--- src/rtl/floo_wormhole_arbiter.sv ---
// Wormhole output arbiter: round-robin choice among eligible inputs, then the
// winner holds the output until its last flit handshakes.
module floo_wormhole_arbiter #(
    parameter int unsigned NumInp     = 5,
    parameter int unsigned FlitWidth  = 64,
    // Direction encoding: Eject=0, North=1, East=2, South=3, West=4
    parameter int unsigned OutDir     = 0,
    parameter bit          AllowUTurn = 1'b0
) (
    input  logic                           clk_i,
    input  logic                           rst_i,
    input  logic [NumInp-1:0]              valid_i,
    output logic [NumInp-1:0]              ready_o,
    input  logic [NumInp*FlitWidth-1:0]    data_i,
    input  logic [NumInp-1:0]              last_i,
    output logic                           valid_o,
    input  logic                           ready_i,
    output logic [FlitWidth-1:0]           data_o,
    output logic                           last_o,
    output logic [$clog2(NumInp)-1:0]      sel_o
);

    localparam int unsigned SelW  = $clog2(NumInp);
    localparam int unsigned Eject = 0;

    typedef enum logic {
        Idle,
        Locked
    } state_e;

    state_e            state_q;
    logic [SelW-1:0]   lock_idx_q;
    logic [SelW-1:0]   rr_ptr_q;

    logic [NumInp-1:0] mask;
    logic [NumInp-1:0] elig;
    logic [SelW-1:0]   rr_sel;
    logic              rr_found;
    logic [SelW-1:0]   sel;
    logic              grant_vld;

    function automatic logic [SelW-1:0] wrap_inc(input logic [SelW-1:0] v);
        if (32'(v) == NumInp - 1) return '0;
        return v + 1'b1;
    endfunction

    // A U-turn back onto the port we serve is blocked, except on the local eject port
    always_comb begin
        mask = '0;
        for (int unsigned i = 0; i < NumInp; i++) begin
            mask[i] = !AllowUTurn && (OutDir != Eject) && (i == OutDir);
        end
    end

    assign elig = valid_i & ~mask;

    always_comb begin
        int unsigned idx;
        idx      = 0;
        rr_sel   = '0;
        rr_found = 1'b0;
        for (int unsigned k = 0; k < NumInp; k++) begin
            idx = 32'(rr_ptr_q) + k;
            if (idx >= NumInp) idx = idx - NumInp;
            if (!rr_found && elig[idx]) begin
                rr_found = 1'b1;
                rr_sel   = SelW'(idx);
            end
        end
    end

    // While locked, a bubble on the owner simply idles the output
    always_comb begin
        if (state_q == Locked) begin
            sel       = lock_idx_q;
            grant_vld = valid_i[lock_idx_q];
        end else begin
            sel       = rr_found ? rr_sel : '0;
            grant_vld = rr_found;
        end
    end

    always_comb begin
        ready_o = '0;
        if (grant_vld && ready_i) ready_o[sel] = 1'b1;
    end

    assign valid_o = grant_vld;
    assign data_o  = grant_vld ? data_i[sel*FlitWidth +: FlitWidth] : '0;
    assign last_o  = grant_vld & last_i[sel];
    assign sel_o   = sel;

    always_ff @(posedge clk_i or posedge rst_i) begin
        if (rst_i) begin
            state_q    <= Idle;
            lock_idx_q <= '0;
            rr_ptr_q   <= '0;
        end else begin
            case (state_q)
                Idle: begin
                    if (grant_vld) begin
                        if (ready_i && last_o) begin
                            rr_ptr_q <= wrap_inc(sel);
                        end else begin
                            // Stalled single flit or multi-flit head: hold the grant
                            state_q    <= Locked;
                            lock_idx_q <= sel;
                        end
                    end
                end
                Locked: begin
                    if (grant_vld && ready_i && last_o) begin
                        state_q  <= Idle;
                        rr_ptr_q <= wrap_inc(lock_idx_q);
                    end
                end
            endcase
        end
    end

endmodule

--- config.mk ---
export PLATFORM = sky130hd
export DESIGN_NAME = floo_wormhole_arbiter
export DESIGN_NICKNAME = d
export VERILOG_FILES = /design/src/rtl/floo_wormhole_arbiter.sv
export SDC_FILE = /design/constraint.sdc
export NUM_CORES = 1
export LEC_CHECK = 0
export BUFFER_PORTS_ARGS = -buffer_cell sky130_fd_sc_hd__buf_2
export CAP_MARGIN = 40
export CELL_PAD_IN_SITES_DETAIL_PLACEMENT = 0
export CELL_PAD_IN_SITES_GLOBAL_PLACEMENT = 1
export CORE_AREA = 2 2 160 162
export DETAILED_ROUTE_END_ITERATION = 16
export DIE_AREA = 0 0 162 164
export GPL_TIMING_DRIVEN = 0
export HOLD_SLACK_MARGIN = 0.03
export PLACE_DENSITY_LB_ADDON = 0.1
export SETUP_SLACK_MARGIN = 0.15
export SYNTH_ARGS = -nofsm -noshare
export SYNTH_HDL_FRONTEND = slang
export SYNTH_SLANG_ARGS = --single-unit
export TNS_END_PERCENT = 1
--- constraint.sdc ---
create_clock -name clk_i -period 6.2 [get_ports clk_i]
set_clock_uncertainty 0.05 [all_clocks]
set_input_delay 1.24 -clock clk_i [delete_from_list [all_inputs] [get_ports clk_i]]
set_output_delay 1.24 -clock clk_i [all_outputs]
set_load 0.02 [all_outputs]
==> flow_summary.ini <==
[floorplan]
die_x_um = 162
die-height_um = 164
start_util_pct = 19.5
rows = 58
core-area_um2 = 24800
dieArea_um2 = 26600
io_pins = 407

[clock_tree]
htree_levels = 1
cts_buffer_depth = 2
insertion_delay_ns = 0.23
cts-buffers-inserted = 3
path_clk_slew_ns = 0.04
holdBufCountCts = 0
clk_root_buffer_cell = clkbuf_16
cts_tree = yes
clock-sinks = 7

[layout]
final_cell_mix = 428 x buf_2, 146 x nand2_1, 75 x a21oi_1, 75 x nand3_1, 66 x o22ai_1
final_cells = 1536
final_core_utilization_pct = 31.1
fin_nets = 1551
area_growth_pct = 59.6
final_common_cell = buf_2
drive_above_1_share_pct = 44.8

[global_route]
grt_util_all_layers_pct = 22.8
grt_start_max_net_pins = 11
grt_pass1_wl_um = 46300
grt_overflow = 0
grt_pass1_vias = 7448
antenna_found_initial = 10

[sta]
slew_headroom_pct = 54.8
setup_viol = 0
maxSlewViolCount = 0
setup_ws_ns = 0.314
hold_viol = 0
post-route-min-period_ns = 5.89
worstMarginPinSlew_ns = 0.678
rsz0062_at_grt = yes
holdWs_ns = 0.640
fmax_mhz = 170
final.period_utilization_pct = 94.9

[placed_design]
place.gp.congestion = 0.873
post-place-ws_ns = -0.286
io_buffers = 404
dp.cells = 1514
dp_hpwl_um = 27200

[setup_path]
crit_path_start_kind = flip-flop
arrival_ns = 4.60
path_class = flip-flop to output port
cp_common_cell = buf_4
worst-path-max-fanout = 10
cp_slowest_cell = o32ai_4
path_cells = clkbuf_8 > clkinvlp_4 > ha_1 > buf_4 > mux2i_4 > nor2_1 > o32a_1 > o32ai_4 > a21boi_2 > a221o_1 > buf_4 > o21ba_4 > buf_8 > buf_6 > a22oi_1 > o22ai_1 > and3_1 > buf_2
crit_required_ns = 4.91
end_kind = output port
crit_path_max_incr_delay_ns = 0.42

[detailed_routing]
dr_total_vias = 7698
routed_wl_um = 32700
drc = 0
firstDrtPassIters = 5
drtIter0Drc = 507
drtAntennaViolNets = 0
wl_per_cell_um = 21.3
viasPerCell = 5.01

[power_and_ir_drop]
p_per_area_nw_per_um2 = 168
leakage_nw = 3.88
irDropWorstVdd_uv = 67.8
p_total_mw = 1.30

[hold_path]
hp-class = flip-flop to flip-flop

[yosys]
yosysTopAreaCellShare_pct = 11.3
ys_types = 77
synth_top_cells_by_area = nand2_1 11%, o22ai_1 8.5%, and3_1 8.4%
synthesis.area_um2 = 4840
yosysTopAreaCell = nand2_1
synth_fp_nets = 1128
syn_avg_cell_area_um2 = 6.21
postSynthCellCount = 780
synth-seq-cells = 7
synth-edff-count = 0
yosysWarnings = 0
synthArstFlopShare_pct = 100
synth-main-ff-cell = dfrtp_1
ys_seq_area_share_pct = 3.62

[job]
max_cap_viol_count = 0

[outcome]
status = complete, no violations
[cells in the mapped netlist, types with 10 or more instances]
cell / number
a21oi_1: 76
a22oi_1: 54
a22oi_2: 10
and3_1: 65
buf_2: 32
buf_6: 10
clkbuf_1: 40
ha_1: 15
inv_1: 16
mux2i_1: 10
nand2_1: 146
nand3_1: 75
nor2_1: 15
o21ai_0: 12
o22ai_1: 66
[registers in the layout (all words and copies together) (netlist names)]
name,flops
state_q,1
rr_ptr_q,3
lock_idx_q,3
[logic make-up (layout without fill, tap and decap cells)]
kind of cell | Yosys count | in the layout | share of synthesized area [%]
multiplexers | 15 | 15 | 4.16
flip-flops | 7 | 7 | 3.62
AO/OA/AOI/OAI | 286 | 286 | 41.3
adder cells (fa/ha/maj) | 15 | 15 | 3.88
buffers and inverters | 107 | 529 | 10.8
AND/OR/NAND/NOR | 346 | 346 | 35.3
other | 0 | 4 | 0
XOR/XNOR | 4 | 4 | 0.879
[area by class of cell]
class                           count  area [um^2]
Antenna cell                        4         10.0
Buffer                             87          579
Clock buffer                        4         78.8
Fill cell                        2905        17100
Inverter                           20         88.8
Multi-Input combinational cell    666         4240
Sequential cell                     7          178
Tap cell                          330          413
Timing Repair Buffer              418         2140
[through the flow]
stage	cell area (um^2)	TNS [ns]
2_1_floorplan	4840	0
3_3_place_gp	7280	-17.58
3_5_place_dp	7280	-11.17
4_1_cts	7480	0
5_1_grt	7730	0
6_report	7730	0
[metal layers]
metal  vias up  share of wire [%]  GRT usage, %
met2       301                 50          40.6
li1       3809                  -             -
met1      3552                 41          29.2
met5         -               0.10             0
met3        30                6.5          3.26
met4         6                1.9          4.99
[path summary, 6_finish.rpt]
path | from | end | slack [ns] | depth (start not counted)
setup / recovery | rr_ptr_q[1] | data_o[54] | 0.31 | 18
hold / removal | lock_idx_q[1] | lock_idx_q[1] | 0.64 | 2
setup reg to reg | rr_ptr_q[1] | rr_ptr_q[0] | 1.53 | 19
hold reg to reg | lock_idx_q[1] | lock_idx_q[1] | 0.64 | 2
max in group asynchronous | rst_i | rr_ptr_q[1] | 4.96 | 2
min in group asynchronous | rst_i | rr_ptr_q[2] | 0.90 | 2
[worst max-delay path, delay by kind of cell, from the launching register on]
kind            cells  cell delay (ns)
compound gates      7             1.89
buf+inv             7             1.23
flops               1             0.38
fa+ha+maj           1             0.34
mux                 1             0.26
simple gates        2             0.25
[timing repair]
item	4_1_cts	5_1_grt
setup buffers	6	7
resized for setup	31	92
setup endpoints to repair	71	68
pin swaps	3	6
gates cloned	0	1
[power by group]
group,total (mW),internal (mW),switching (mW)
sequential,0.0576,0.0511,0.00654
clock,0.108,0.0854,0.0230
combinational,1.13,0.471,0.664
total,1.30,0.607,0.693
Power figures use the tool's default switching activity.
